`config.mk`:
```
export PLATFORM = sky130hd
export DESIGN_NAME = multicycle_control
export DESIGN_NICKNAME = d
export VERILOG_FILES = /design/src/rtl/multicycle_control.sv
export SDC_FILE = /design/constraint.sdc
export NUM_CORES = 1
export LEC_CHECK = 0
export BUFFER_PORTS_ARGS = -buffer_cell sky130_fd_sc_hd__buf_4
export CAP_MARGIN = 20
export CELL_PAD_IN_SITES_DETAIL_PLACEMENT = 1
export CELL_PAD_IN_SITES_GLOBAL_PLACEMENT = 1
export CORE_MARGIN = 5
export CORE_UTILIZATION = 33
export CTS_BUF_LIST = sky130_fd_sc_hd__clkbuf_8
export DETAILED_ROUTE_END_ITERATION = 8
export MAX_ROUTING_LAYER = met4
export PLACE_DENSITY = 0.83
export SYNTH_ARGS = -nofsm -noshare
export SYNTH_HDL_FRONTEND = slang
export SYNTH_SLANG_ARGS = --single-unit
```
`constraint.sdc`:
```
create_clock -name clock -period 2.2 [get_ports clock]
set_input_delay 0.11 -clock clock [delete_from_list [all_inputs] [get_ports clock]]
set_output_delay 0.11 -clock clock [all_outputs]
set_load 0.01 [all_outputs]
```
`src/rtl/multicycle_control.sv`:
```
`default_nettype none
// +--------------------------------------------------------------------------+
// | Module   : multicycle_control                                            |
// | Purpose  : Main control FSM of the 16-bit multicycle processor. Steps     |
// |            each instruction through fetch, decode, execute, memory and   |
// |            writeback, drives the datapath strobes and the ALUOp/funct    |
// |            pair for the ALU control decoder, stalls on mem_ready and     |
// |            counts retired instructions.                                  |
// | Ports    : clock, reset_n (sync, active-low), instruction[15:0],         |
// |            mem_ready -> pc_write, pc_write_cond, ior_d, mem_read,        |
// |            mem_write, ir_write, reg_write, reg_dst, mem_to_reg,          |
// |            alu_src_a, alu_src_b[1:0], pc_source[1:0], alu_op[1:0],       |
// |            alu_funct[2:0], halted, retired[CNT_W-1:0], state[3:0]        |
// | Options  : define ILLEGAL_TRAP_EN to make undefined opcodes load the     |
// |            trap vector (not retired) instead of acting as a retired NOP. |
// | Revision : 1.0 - initial release                                         |
// +--------------------------------------------------------------------------+
module multicycle_control #(
  parameter int unsigned CNT_W   = 16,
  parameter logic [3:0]  HALT_OP = 4'b1111
) (
  input  logic             clock,
  input  logic             reset_n,
  input  logic [15:0]      instruction,
  input  logic             mem_ready,
  output logic             pc_write,
  output logic             pc_write_cond,
  output logic             ior_d,
  output logic             mem_read,
  output logic             mem_write,
  output logic             ir_write,
  output logic             reg_write,
  output logic             reg_dst,
  output logic             mem_to_reg,
  output logic             alu_src_a,
  output logic [1:0]       alu_src_b,
  output logic [1:0]       pc_source,
  output logic [1:0]       alu_op,
  output logic [2:0]       alu_funct,
  output logic             halted,
  output logic [CNT_W-1:0] retired,
  output logic [3:0]       state
);

  localparam logic [3:0] S_IDLE     = 4'd0;
  localparam logic [3:0] S_FETCH    = 4'd1;
  localparam logic [3:0] S_DECODE   = 4'd2;
  localparam logic [3:0] S_MEM_ADDR = 4'd3;
  localparam logic [3:0] S_MEM_RD   = 4'd4;
  localparam logic [3:0] S_WB_MEM   = 4'd5;
  localparam logic [3:0] S_MEM_WR   = 4'd6;
  localparam logic [3:0] S_EXEC_R   = 4'd7;
  localparam logic [3:0] S_WB_R     = 4'd8;
  localparam logic [3:0] S_EXEC_I   = 4'd9;
  localparam logic [3:0] S_WB_I     = 4'd10;
  localparam logic [3:0] S_BRANCH   = 4'd11;
  localparam logic [3:0] S_JUMP     = 4'd12;
  localparam logic [3:0] S_HALT     = 4'd13;
  localparam logic [3:0] S_ILLEGAL  = 4'd14;

  localparam logic [3:0] OP_R    = 4'b0000;
  localparam logic [3:0] OP_LW   = 4'b0001;
  localparam logic [3:0] OP_SW   = 4'b0010;
  localparam logic [3:0] OP_BEQ  = 4'b0011;
  localparam logic [3:0] OP_BNE  = 4'b0100;
  localparam logic [3:0] OP_ADDI = 4'b0101;
  localparam logic [3:0] OP_J    = 4'b0110;

  logic [3:0] cur_state;
  logic [3:0] next_state;
  logic       retire;
  logic [3:0] opcode;
  logic       unused_bits;

  assign opcode      = instruction[15:12];
  assign state       = cur_state;
  // Only opcode and funct fields steer control; the register fields do not.
  assign unused_bits = ^instruction[11:3];

  // Next state and retire decision
  always_comb begin
    next_state = cur_state;
    retire     = 1'b0;
    case (cur_state)
      S_IDLE:     next_state = S_FETCH;
      S_FETCH:    if (mem_ready) next_state = S_DECODE;
      S_DECODE: begin
        case (opcode)
          OP_R:           next_state = S_EXEC_R;
          OP_LW, OP_SW:   next_state = S_MEM_ADDR;
          OP_BEQ, OP_BNE: next_state = S_BRANCH;
          OP_ADDI:        next_state = S_EXEC_I;
          OP_J:           next_state = S_JUMP;
          default:        next_state = (opcode == HALT_OP) ? S_HALT : S_ILLEGAL;
        endcase
      end
      // IR still holds the instruction, so the opcode picks the access type.
      S_MEM_ADDR: next_state = (opcode == OP_LW) ? S_MEM_RD : S_MEM_WR;
      S_MEM_RD:   if (mem_ready) next_state = S_WB_MEM;
      S_MEM_WR: begin
        if (mem_ready) begin
          next_state = S_FETCH;
          retire     = 1'b1;
        end
      end
      S_WB_MEM, S_WB_R, S_WB_I, S_BRANCH, S_JUMP: begin
        next_state = S_FETCH;
        retire     = 1'b1;
      end
      S_EXEC_R:   next_state = S_WB_R;
      S_EXEC_I:   next_state = S_WB_I;
      S_HALT:     next_state = S_HALT;
      S_ILLEGAL: begin
        next_state = S_FETCH;
`ifdef ILLEGAL_TRAP_EN
        retire     = 1'b0;
`else
        retire     = 1'b1;
`endif
      end
      default:    next_state = S_IDLE;
    endcase
  end

  // Datapath strobes; Moore except pc_write in FETCH and funct selection
  always_comb begin
    pc_write      = 1'b0;
    pc_write_cond = 1'b0;
    ior_d         = 1'b0;
    mem_read      = 1'b0;
    mem_write     = 1'b0;
    ir_write      = 1'b0;
    reg_write     = 1'b0;
    reg_dst       = 1'b0;
    mem_to_reg    = 1'b0;
    alu_src_a     = 1'b0;
    alu_src_b     = 2'b00;
    pc_source     = 2'b00;
    alu_op        = 2'b00;
    alu_funct     = 3'b000;
    halted        = 1'b0;
    case (cur_state)
      S_FETCH: begin
        mem_read  = 1'b1;
        ir_write  = 1'b1;
        alu_src_b = 2'b01;
        // PC+1 is committed only when the fetch actually completes.
        pc_write  = mem_ready;
      end
      S_DECODE:   alu_src_b = 2'b11;
      S_MEM_ADDR: begin
        alu_src_a = 1'b1;
        alu_src_b = 2'b10;
      end
      S_MEM_RD: begin
        ior_d    = 1'b1;
        mem_read = 1'b1;
      end
      S_WB_MEM: begin
        reg_write  = 1'b1;
        mem_to_reg = 1'b1;
      end
      S_MEM_WR: begin
        ior_d     = 1'b1;
        mem_write = 1'b1;
      end
      S_EXEC_R: begin
        alu_src_a = 1'b1;
        alu_op    = 2'b10;
        alu_funct = instruction[2:0];
      end
      S_WB_R: begin
        reg_write = 1'b1;
        reg_dst   = 1'b1;
      end
      S_EXEC_I: begin
        alu_src_a = 1'b1;
        alu_src_b = 2'b10;
        alu_op    = 2'b11;
      end
      S_WB_I:     reg_write = 1'b1;
      S_BRANCH: begin
        alu_src_a     = 1'b1;
        alu_op        = 2'b01;
        pc_write_cond = 1'b1;
        pc_source     = 2'b01;
        alu_funct     = (opcode == OP_BNE) ? 3'b010 : 3'b000;
      end
      S_JUMP: begin
        pc_write  = 1'b1;
        pc_source = 2'b10;
      end
      S_HALT:     halted = 1'b1;
      S_ILLEGAL: begin
`ifdef ILLEGAL_TRAP_EN
        pc_write  = 1'b1;
        pc_source = 2'b11;
`else
        pc_write  = 1'b0;
`endif
      end
      default: ;
    endcase
  end

  always_ff @(posedge clock) begin
    if (!reset_n) begin
      cur_state <= S_IDLE;
      retired   <= '0;
    end else begin
      cur_state <= next_state;
      if (retire) retired <= retired + CNT_W'(1);
    end
  end

endmodule
`default_nettype wire

```
==> results of run 1 <==
## stage by stage
| stage | utilization (%) | total power [W] | setup WS [ps] |
|---|---|---|---|
| after global placement | 44.80 | 0.001327 | 387.6 |
| final | 46.60 | 0.001702 | 212.5 |
| after global routing | 46.60 | 0.001828 | 85.41 |
| after detailed placement | 44.80 | 0.001346 | 286.7 |
| after floorplan | - | 0.0009565 | 548.2 |
| after CTS | 46.60 | 0.001716 | 213.5 |
## where the power goes
group / leakage, nW / switching (W) / total [W] / internal (W)
combinational: 0.558 / 0.000461 / 0.000860 / 0.000399
sequential: 0.162 / 0.0000715 / 0.000471 / 0.000400
clock: 0.0357 / 0.000128 / 0.000371 / 0.000243
total: 0.756 / 0.000660 / 0.00170 / 0.00104
## layout by cell type, fill, tap and decap left out, types with 2 or more instances in the layout
cell type,netlist,routed
sky130_fd_sc_hd__a31oi_1,2,2
sky130_fd_sc_hd__nand3_1,6,6
sky130_fd_sc_hd__buf_4,1,56
sky130_fd_sc_hd__nor3_1,4,4
sky130_fd_sc_hd__nor2b_1,3,3
sky130_fd_sc_hd__and4_1,3,3
sky130_fd_sc_hd__nand4_1,5,5
sky130_fd_sc_hd__o22ai_1,3,3
sky130_fd_sc_hd__nor2_1,11,11
sky130_fd_sc_hd__o31ai_1,8,8
sky130_fd_sc_hd__or4_1,8,8
sky130_fd_sc_hd__dfxtp_1,20,20
sky130_fd_sc_hd__and3_1,5,5
sky130_fd_sc_hd__o21ai_0,15,15
sky130_fd_sc_hd__nand2b_1,7,7
sky130_fd_sc_hd__clkbuf_8,0,3
sky130_fd_sc_hd__or3_1,9,9
sky130_fd_sc_hd__inv_1,6,6
sky130_fd_sc_hd__a21oi_1,19,19
sky130_fd_sc_hd__nand2_1,13,13
sky130_fd_sc_hd__nor4_1,2,2
## worst max-delay path, cell delays in order (launching register included)
cell and delay (ps):
sky130_fd_sc_hd__dfxtp_1 540, sky130_fd_sc_hd__buf_4 220, sky130_fd_sc_hd__inv_1 90, sky130_fd_sc_hd__or3_1 400, sky130_fd_sc_hd__inv_1 110, sky130_fd_sc_hd__nand2_1 80, sky130_fd_sc_hd__inv_1 60, sky130_fd_sc_hd__buf_4 110
## final cells by class
| class | instances | area [µm²] | area share [%] |
|---|---|---|---|
| timing repair buffer | 57 | 440.4 | 23.80 |
| tap | 50 | 62.56 | 3.381 |
| clock inverter | 1 | 30.03 | 1.623 |
| inverter | 7 | 26.28 | 1.420 |
| sequential | 20 | 400.4 | 21.64 |
| clock buffer | 3 | 41.29 | 2.231 |
| multi-input combinational | 142 | 849.6 | 45.91 |
## kinds of logic after synthesis
| family | Yosys count | share of synthesized area, % |
|---|---|---|
| DFF | 20 | 30.05 |
| buffers and inverters | 20 | 6.196 |
| AOI/OAI and AO/OA | 52 | 22.72 |
| muxes | 2 | 1.596 |
| xor gates and xnor gates | 2 | 1.315 |
| adders and majority gates | 1 | 0.9388 |
| and+or+nand+nor | 85 | 37.18 |
## routing by layer
layer	wire, µm	share of wire (%)	vias to the layer above	GRT usage (%)
met2	2254	52	38	29.53
met3	150	3.4	5	1.915
li1	-	-	777	-
met4	33	0.76	0	4.829
met1	1913	44	758	21.36
met5	0	0	-	-
## sequential cells by signal, summed over array words and instances (netlist names)
signal	cells
state	4
retired	16
## path summary, 6_finish.rpt
kind	start	to	slack, ps	depth (start not counted)
min	reset_n	state[0]	220	3
min reg2reg	retired[15]	retired[15]	500	2
max reg2reg	state[2]	retired[14]	280	5
max	state[2]	mem_write	210	7
==> summary.txt, run 1 <==
Synthesis
  – Synth warn: 0
  – Unique cell type count in the Yosys netlist: 42
  – Count leader, synth: sky130_fd_sc_hd__dfxtp_1
  – Yosys top cell area share: 30.05%
  – Mapped Cells: 182
  – Number of flops mapped to enable cells by yosys: 0
  – Yosys reg bits: 20
  – Flip-flop cell with the highest count after synthesis: sky130_fd_sc_hd__dfxtp_1
  – Async S/R FF share, synth: 0%
  – Top cells by area, synth: sky130_fd_sc_hd__dfxtp_1, sky130_fd_sc_hd__a21oi_1, sky130_fd_sc_hd__o21ai_0
  – Post-synthesis net count: 202
  – Average footprint of a synthesized cell: 7.322 µm²
  – Top post-synthesis cells by count: sky130_fd_sc_hd__dfxtp_1, sky130_fd_sc_hd__a21oi_1, sky130_fd_sc_hd__o21ai_0
  – Portion of the post-synthesis area used by sequential elements: 30.05%
  – Post-Synthesis Cell Area: 0.001333 mm²
  – Library cell with the largest summed area after synthesis: sky130_fd_sc_hd__dfxtp_1

Detailed routing
  – First-iteration detailed-routing DRC count: 72
  – Final ANT Viol Nets: 0
  – First drt pass iteration count: 4
  – Residual DRC: 0
  – Vias per cell: 5.636
  – Via count: 1578
  – Total routed wirelength: 4351 µm
  – Wirelength per Cell: 15.54 µm

Critical path
  – Capturing element type of the critical path: output pin
  – Req. time, crit path: 2090 ps
  – Data arrival time at the worst-slack endpoint: 1880 ps
  – Classification of the worst setup path: flip-flop to output pin
  – Top fanout value on the critical path: 10
  – Startpoint Class: flip-flop

Global route
  – Number of global-route vias before repair: 1556
  – Total Routing Usage GR: 17.28%
  – Aggregate global routing overflow: 0
  – First-pass GRT wire length: 7314 µm
  – Initial antenna violation count: 0
  – Pin count of the biggest net entering global routing: 31

STA
  – Number of pins with negative max-slew slack in the final report: 0
  – Worst-Margin Slew: 497.3 ps
  – Worst hold slack after final layout: 215.0 ps
  – Minimum clock period: 1988 ps
  – Worst slew margin: 66.64%
  – Setup violation total in the final timing report: 0
  – Setup repair after global routing missed its margin: no
  – Final-report hold violation count: 0
  – Period utilization: 90.34%
  – Max Freq: 0.5031 GHz
  – Clk_skew: 5.788 ps
  – Total negative setup slack: 0 ps

Clocking
  – CTS tree: yes
  – Clock-pin slew on the worst setup and hold paths: 80 ps
  – Deepest level of the CTS H-tree: 1
  – Number of gates resized after cts: 0
  – Number of post-CTS setup repair buffers: 0
  – Clock latency at the later pin of the worst-skew pair: 260 ps
  – Clock root buffer master: sky130_fd_sc_hd__clkbuf_8
  – Clock sink count: 20
  – Max clock buf depth: 2
  – Inserted Clock Buffers: 3
  – Number of buffers inserted for hold repair after clock tree synthesis: 0

Floorplanning
  – Core box area: 0.003971 mm²
  – Row count: 23
  – Ports: 59
  – Die Span X: 73.55 µm
  – Initial cell density of the core: 33.55%
  – Total Die Area: 0.005409 mm²
  – Vertical die dimension: 73.55 µm

Placed design
  – Total half-perimeter wirelength after legalization and detailed placement: 3314 µm
  – Cell area reported after detailed placement: 0.001779 mm²
  – Number of buffers inserted by port buffering: 49
  – Weighted congestion at the end of routability-driven global placement: 0.7444
  – Number of instances in the placed design: 276

Finish
  – Layout Cells excl Fill: 280
  – Total of fill cells in the finished design: 520
  – N_diodes: 0
  – Syn-to-layout area delta: 38.87%
  – Share of final-layout standard cells stronger than drive strength 1: 27.83%
  – Number of nets in the layout: 251
  – Cell area after layout: 0.001851 mm²

Pwr
  – Reported leakage power: 0.7557 nW
  – Total power per unit cell area: 919.5 mW/mm²
  – Worst IR drop on VDD: 339.1 µV

Hold path
  – Tightest Hold Check Type: primary input to flip-flop

Status
  – Outcome: finished, final reports clean

Run
  – Max capacitance violation total: 0
(Power assumes the default switching activity.)
==> run 2, diff against run 1 <==
--- a/config.mk
+++ b/config.mk
@@ -9,7 +9,6 @@
 export CAP_MARGIN = 20
 export CELL_PAD_IN_SITES_DETAIL_PLACEMENT = 1
 export CELL_PAD_IN_SITES_GLOBAL_PLACEMENT = 1
-export CORE_MARGIN = 5
 export CORE_UTILIZATION = 33
 export CTS_BUF_LIST = sky130_fd_sc_hd__clkbuf_8
 export DETAILED_ROUTE_END_ITERATION = 8
==> summary.txt, run 2 (synthesis gave the netlist of run 1 again) <==
Placed design
  – Number of instances in the placed design: 275 (was 276)
  – Total half-perimeter wirelength after legalization and detailed placement: 2990 µm (was 3314 µm)
  – Number of buffers inserted by port buffering: 49 (unchanged)
  – Cell area reported after detailed placement: 0.001772 mm² (was 0.001779 mm²)
  – Weighted congestion at the end of routability-driven global placement: 0.8222 (was 0.7444)

Run
  – Max capacitance violation total: 0 (unchanged)

Pwr
  – Part of the power in registers: 26.6% (was 27.7%)
  – Psw: 0.0006597 W (was 0.0006599 W)
  – Net switching fraction of the power: 38.92% (was 38.78%)
  – Internal cell power: 0.001036 W (was 0.001042 W)
  – Fraction of power consumed by the clock network: 22.6% (was 21.8%)
  – Reported leakage power: 0.7524 nW (was 0.7557 nW)
  – Total power per unit cell area: 919.8 mW/mm² (was 919.5 mW/mm²)
  – Design Power: 0.001695 W (was 0.001702 W)
  – Worst IR drop on VDD: 342.6 µV (was 339.1 µV)
  – Part of the power in combinational logic: 50.8% (was 50.5%)

Finish
  – Most frequent standard cell in the layout excluding fill and tap cells: sky130_fd_sc_hd__buf_4 (unchanged)
  – Area taken by flip-flops and latches: 400.4 µm² (unchanged)
  – Share of final-layout standard cells stronger than drive strength 1: 28.14% (was 27.83%)
  – Total of fill cells in the finished design: 488 (was 520)
  – Number of flip-flops under the largest register name: 16 (unchanged)
  – Multi-input combinational cell area: 849.6 µm² (unchanged)
  – N_diodes: 0 (unchanged)
  – Highest-count cells in the layout ignoring fill and taps: sky130_fd_sc_hd__buf_4, sky130_fd_sc_hd__dfxtp_1, sky130_fd_sc_hd__a21oi_1 (unchanged)
  – Cell area after layout: 0.001843 mm² (was 0.001851 mm²)
  – Layout Utilization: 48.87% (was 46.60%)
  – Syn-to-layout area delta: 38.31% (was 38.87%)
  – Layout Cells excl Fill: 279 (was 280)
  – Register containing the most flip-flops in the final layout: retired (unchanged)
  – Number of nets in the layout: 252 (was 251)

Detailed routing
  – First-iteration detailed-routing DRC count: 51 (was 72)
  – Routed length on met1: 1940 µm (was 1913 µm)
  – Final ANT Viol Nets: 0 (unchanged)
  – DR top layer: met4 (unchanged)
  – First drt pass iteration count: 4 (unchanged)
  – Met2 routed wirelength: 1933 µm (was 2254 µm)
  – Via count: 1541 (was 1578)
  – Total length of routed met3 wires: 127 µm (was 150 µm)
  – Wirelength per Cell: 14.48 µm (was 15.54 µm)
  – Vias per cell: 5.523 (was 5.636)
  – Residual DRC: 0 (unchanged)
  – Total routed wirelength: 4039 µm (was 4351 µm)

Clocking
  – Max clock buf depth: 2 (unchanged)
  – Clock latency at the later pin of the worst-skew pair: 270 ps (was 260 ps)
  – Number of gates resized after cts: 0 (unchanged)
  – Clock sink count: 20 (unchanged)
  – Inserted Clock Buffers: 3 (unchanged)
  – Clock-pin slew on the worst setup and hold paths: 90 ps (was 80 ps)
  – CTS tree: yes (unchanged)
  – Number of buffers inserted for hold repair after clock tree synthesis: 0 (unchanged)
  – Clock root buffer master: sky130_fd_sc_hd__clkbuf_8 (unchanged)
  – Deepest level of the CTS H-tree: 1 (unchanged)
  – Number of post-CTS setup repair buffers: 0 (unchanged)

STA
  – Period utilization: 86.85% (was 90.34%)
  – Setup repair after global routing missed its margin: no (unchanged)
  – Clk_skew: 6.051 ps (was 5.788 ps)
  – Total negative setup slack: 0 ps (unchanged)
  – Max Freq: 0.5234 GHz (was 0.5031 GHz)
  – Final-report hold violation count: 0 (unchanged)
  – Minimum clock period: 1911 ps (was 1988 ps)
  – Setup violation total in the final timing report: 0 (unchanged)
  – Number of pins with negative max-slew slack in the final report: 0 (unchanged)
  – Worst slew margin: 58.94% (was 66.64%)
  – Worst-Margin Slew: 615.8 ps (was 497.3 ps)

Hold path
  – Worst hold path startpoint: reset_n (unchanged)
  – WHS Path Cells: 3 (unchanged)
  – Tightest Hold Check Type: primary input to flip-flop (unchanged)
  – Worst hold endpoint: state[2] (was state[0])

Critical path
  – Startpoint Class: flip-flop (unchanged)
  – Worst Reg2Reg Path Length in Cells: 4 (was 5)
  – Capturing element type of the critical path: output pin (unchanged)
  – Startpoint of the worst-slack reg-to-reg timing path: state[1] (was state[2])
  – Data arrival time at the worst-slack endpoint: 1800 ps (was 1880 ps)
  – Worst reg2reg endpoint: retired[9] (was retired[14])
  – Req. time, crit path: 2090 ps (about the same)
  – Classification of the worst setup path: flip-flop to output pin (unchanged)
  – R2R setup slack: 300 ps (was 280 ps)
  – Top fanout value on the critical path: 19 (was 10)

Global route
  – Number of global-route vias before repair: 1419 (was 1556)
  – Total Routing Usage GR: 20.13% (was 17.28%)
  – First-pass GRT wire length: 6637 µm (was 7314 µm)
  – Aggregate global routing overflow: 0 (unchanged)
  – Initial antenna violation count: 0 (unchanged)
  – Pin count of the biggest net entering global routing: 25 (was 31)

Floorplanning
  – Die Span X: 65.55 µm (was 73.55 µm)
  – Vertical die dimension: 65.55 µm (was 73.55 µm)
  – Ports: 59 (unchanged)
  – Total Die Area: 0.004296 mm² (was 0.005409 mm²)
  – Row count: 22 (was 23)
  – Core box area: 0.003771 mm² (was 0.003971 mm²)
  – Initial cell density of the core: 35.34% (was 33.55%)

Status
  – Outcome: finished, final reports clean (unchanged)
run 2: cell types whose count changed in the layout (fill, tap and decap cells not counted):
cell and delta:
sky130_fd_sc_hd__buf_4 +2, sky130_fd_sc_hd__buf_12 -1
run 2: per-stage QoR:
stage | setup slack [ps] | hold slack [ps]
final | 289.2 | 191.1
after global routing | 167.4 | 220.3
after CTS | 283.6 | 183.5
after detailed placement | 342.1 | 473.7
after global placement | 415.2 | 468.4
after floorplan | 548.2 | 300.4
run 2: power groups by stage:
| stage | sequential, W | clock, W | combinational [W] |
|---|---|---|---|
| after global placement | 0.000455 | 0 | 0.000855 |
| final | 0.000450 | 0.000383 | 0.000862 |
| after detailed placement | 0.000457 | 0 | 0.000865 |
| after floorplan | 0.000470 | 0 | 0.000486 |
| after global routing | 0.000460 | 0.000407 | 0.000955 |
| after CTS | 0.000449 | 0.000382 | 0.000869 |
run 2: critical path, stage by stage, from the launching register on:
cell,delay [ps]
sky130_fd_sc_hd__dfxtp_1,450
sky130_fd_sc_hd__buf_4,260
sky130_fd_sc_hd__or3b_2,500
sky130_fd_sc_hd__o21ai_0,180
sky130_fd_sc_hd__buf_4,150
run 2: layer usage:
metal | GRT usage (%) | vias up
met3 | 2.951 | 4
met4 | 4.620 | 0
met2 | 33.89 | 37
met5 | - | -
met1 | 25.26 | 721
li1 | - | 779
run 2: how the worst max path moves through the flow:
stage | start | slack [ps] | to | depth (start not counted)
floorplan | state[3] | 550 | retired[6] | 6
global placement | state[1] | 420 | retired[3] | 5
detailed placement | state[1] | 340 | retired[9] | 4
CTS | state[1] | 280 | alu_src_b[0] | 4
global route | state[1] | 170 | retired[9] | 4
finish | state[1] | 290 | alu_src_b[0] | 4
run 2: final cells by class:
type / count / share of cell area, %
multi-input combinational: 142 / 46.10
timing repair buffer: 58 / 23.63
sequential: 20 / 21.72
tap: 48 / 3.259
clock buffer: 3 / 2.240
clock inverter: 1 / 1.629
inverter: 7 / 1.426
==> run 3, diff against run 2 <==
--- a/config.mk
+++ b/config.mk
@@ -6,14 +6,13 @@
 export NUM_CORES = 1
 export LEC_CHECK = 0
 export BUFFER_PORTS_ARGS = -buffer_cell sky130_fd_sc_hd__buf_4
-export CAP_MARGIN = 20
 export CELL_PAD_IN_SITES_DETAIL_PLACEMENT = 1
 export CELL_PAD_IN_SITES_GLOBAL_PLACEMENT = 1
-export CORE_UTILIZATION = 33
+export CORE_UTILIZATION = 36
 export CTS_BUF_LIST = sky130_fd_sc_hd__clkbuf_8
 export DETAILED_ROUTE_END_ITERATION = 8
 export MAX_ROUTING_LAYER = met4
-export PLACE_DENSITY = 0.83
+export PLACE_DENSITY = 0.89
 export SYNTH_ARGS = -nofsm -noshare
 export SYNTH_HDL_FRONTEND = slang
 export SYNTH_SLANG_ARGS = --single-unit
==> constraint.sdc (replaced) <==
create_clock -name clock -period 2.45 [get_ports clock]
set_input_delay 0.1225 -clock clock [delete_from_list [all_inputs] [get_ports clock]]
set_output_delay 0.1225 -clock clock [all_outputs]
set_load 0.01 [all_outputs]
==> summary.txt, run 3 (synthesis gave the netlist of run 1 again) <==
Status
  – Outcome: finished, final reports clean (unchanged)

Clocking
  – Clock root buffer master: sky130_fd_sc_hd__clkbuf_8 (unchanged)
  – Number of buffers inserted for hold repair after clock tree synthesis: 0 (unchanged)
  – Number of post-CTS setup repair buffers: 0 (unchanged)
  – Clock sink count: 20 (unchanged)
  – Number of gates resized after cts: 0 (unchanged)
  – CTS tree: yes (unchanged)
  – Max clock buf depth: 2 (unchanged)
  – Clock-pin slew on the worst setup and hold paths: 80 ps (was 90 ps)
  – Deepest level of the CTS H-tree: 1 (unchanged)
  – Clock latency at the later pin of the worst-skew pair: 250 ps (was 270 ps)
  – Inserted Clock Buffers: 3 (unchanged)

Global route
  – Initial antenna violation count: 0 (unchanged)
  – Number of global-route vias before repair: 1505 (was 1419)
  – First-pass GRT wire length: 6610 µm (was 6637 µm)
  – Total Routing Usage GR: 20.72% (was 20.13%)
  – Aggregate global routing overflow: 0 (unchanged)
  – Pin count of the biggest net entering global routing: 31 (was 25)

Finish
  – Syn-to-layout area delta: 34.08% (was 38.31%)
  – Total of fill cells in the finished design: 448 (was 488)
  – N_diodes: 0 (unchanged)
  – Share of final-layout standard cells stronger than drive strength 1: 26.55% (was 28.14%)
  – Area taken by flip-flops and latches: 400.4 µm² (unchanged)
  – Cell area after layout: 0.001787 mm² (was 0.001843 mm²)
  – Most frequent standard cell in the layout excluding fill and tap cells: sky130_fd_sc_hd__buf_4 (unchanged)
  – Number of flip-flops under the largest register name: 16 (unchanged)
  – Highest-count cells in the layout ignoring fill and taps: sky130_fd_sc_hd__buf_4, sky130_fd_sc_hd__dfxtp_1, sky130_fd_sc_hd__a21oi_1 (unchanged)
  – Multi-input combinational cell area: 849.6 µm² (unchanged)
  – Number of nets in the layout: 247 (was 252)
  – Layout Cells excl Fill: 272 (was 279)
  – Register containing the most flip-flops in the final layout: retired (unchanged)

STA
  – Minimum clock period: 2165 ps
  – Final-report hold violation count: 0 (unchanged)
  – Worst slew margin: 48.34% (was 58.94%)
  – Total negative setup slack: 0 ps (unchanged)
  – Setup violation total in the final timing report: 0 (unchanged)
  – Clk_skew: 2.231 ps (was 6.051 ps)
  – Period utilization: 88.36%
  – Worst-Margin Slew: 774.9 ps (was 615.8 ps)
  – Final worst-path setup slack: 285.1 ps (was 289.2 ps)
  – Setup repair after global routing missed its margin: no (unchanged)
  – Number of pins with negative max-slew slack in the final report: 0 (unchanged)
  – Max Freq: 0.4619 GHz

Pwr
  – Reported leakage power: 0.7223 nW (was 0.7524 nW)
  – Total power per unit cell area: 784.0 mW/mm² (was 919.8 mW/mm²)
  – Worst IR drop on VDD: 254.4 µV (was 342.6 µV)
  – Design Power: 0.001401 W (was 0.001695 W)

Floorplanning
  – Die Span X: 62.84 µm (was 65.55 µm)
  – Vertical die dimension: 62.84 µm (was 65.55 µm)
  – Ports: 59 (unchanged)
  – Core box area: 0.003442 mm² (was 0.003771 mm²)
  – Initial cell density of the core: 38.71% (was 35.34%)
  – Row count: 21 (was 22)
  – Total Die Area: 0.003949 mm² (was 0.004296 mm²)

Critical path
  – Data arrival time at the worst-slack endpoint: 2340 ps (was 1800 ps)
  – Classification of the worst setup path: flip-flop to flip-flop (was flip-flop to output pin)
  – Capturing element type of the critical path: flip-flop (was output pin)
  – Worst Reg2Reg Path Length in Cells: 4 (unchanged)
  – R2R setup slack: 290 ps (was 300 ps)
  – Startpoint of the worst-slack reg-to-reg timing path: state[2] (was state[1])
  – Req. time, crit path: 2620 ps (was 2090 ps)
  – Top fanout value on the critical path: 30 (was 19)
  – Worst reg2reg endpoint: retired[6] (was retired[9])
  – Startpoint Class: flip-flop (unchanged)

Detailed routing
  – First-iteration detailed-routing DRC count: 55 (was 51)
  – Met2 routed wirelength: 1995 µm (was 1933 µm)
  – Wirelength per Cell: 14.33 µm (was 14.48 µm)
  – DR top layer: met4 (unchanged)
  – Routed length on met1: 1798 µm (was 1940 µm)
  – Via count: 1524 (was 1541)
  – Residual DRC: 0 (unchanged)
  – Vias per cell: 5.603 (was 5.523)
  – First drt pass iteration count: 4 (unchanged)
  – Final ANT Viol Nets: 0 (unchanged)
  – Total length of routed met3 wires: 76 µm (was 127 µm)
  – Total routed wirelength: 3898 µm (was 4039 µm)

Hold path
  – Worst hold endpoint: state[2] (unchanged)
  – WHS Path Cells: 3 (unchanged)
  – Tightest Hold Check Type: primary input to flip-flop (unchanged)
  – Worst hold path startpoint: reset_n (unchanged)

Placed design
  – Weighted congestion at the end of routability-driven global placement: 0.8336 (was 0.8222)
  – Number of buffers inserted by port buffering: 49 (unchanged)
  – Number of instances in the placed design: 268 (was 275)
  – Cell area reported after detailed placement: 0.001732 mm² (was 0.001772 mm²)
  – Place WS: 327.2 ps (was 342.1 ps)
  – Total half-perimeter wirelength after legalization and detailed placement: 2882 µm (was 2990 µm)

Run
  – Max capacitance violation total: 0 (unchanged)
[run 3: cell types whose count changed in the layout (fill, tap and decap cells not counted)]
cell / before / now
sky130_fd_sc_hd__clkbuf_8: 3 / 4
sky130_fd_sc_hd__bufinv_16: 1 / 0
sky130_fd_sc_hd__buf_4: 58 / 53
[run 3: area by class of cell]
type | instances | share of cell area, %
inverters | 7 | 1.471
clock buffers | 4 | 3.081
repair buffers | 53 | 22.27
multi-input cells | 142 | 47.55
well taps | 46 | 3.221
flip-flops and latches | 20 | 22.41
[run 3: metal layers]
| metal | vias up | global-route usage (%) |
|---|---|---|
| li1 | 763 | - |
| met1 | 734 | 24.40 |
| met2 | 25 | 37.09 |
| met3 | 2 | 2.920 |
| met4 | 0 | 4.360 |
| met5 | - | - |
[run 3: critical path, stage by stage, from the launching register on]
cell and delay (ps):
sky130_fd_sc_hd__dfxtp_1 520, sky130_fd_sc_hd__nand4bb_1 260, sky130_fd_sc_hd__o211a_1 480, sky130_fd_sc_hd__or4_1 640
sky130_fd_sc_hd__a21oi_1 180
[run 3: stage by stage]
step / util, % / hold WS [ps]
6_report: 51.91 / 237.1
5_1_grt: 51.91 / 231.8
4_1_cts: 51.91 / 236.2
3_5_place_dp: 50.31 / 494.3
3_3_place_gp: 50.31 / 472.9
2_1_floorplan: - / 312.9
[run 3: worst max path at each step]
stage | start | end | slack [ps] | cells after the start
finish | state[2] | retired[6] | 290 | 4
global route | state[2] | retired[15] | 120 | 4
CTS | state[1] | retired[6] | 280 | 4
detailed placement | state[1] | retired[12] | 330 | 4
global placement | state[1] | retired[5] | 350 | 4
floorplan | state[3] | retired[6] | 800 | 6
[run 3: report_power, final]
group | internal [W] | total (W) | switching, W
Clock | 0.000143 | 0.000251 | 0.000108
Sequential | 0.000359 | 0.000426 | 0.0000671
Combinational | 0.000324 | 0.000724 | 0.000399
Total | 0.000826 | 0.00140 | 0.000575
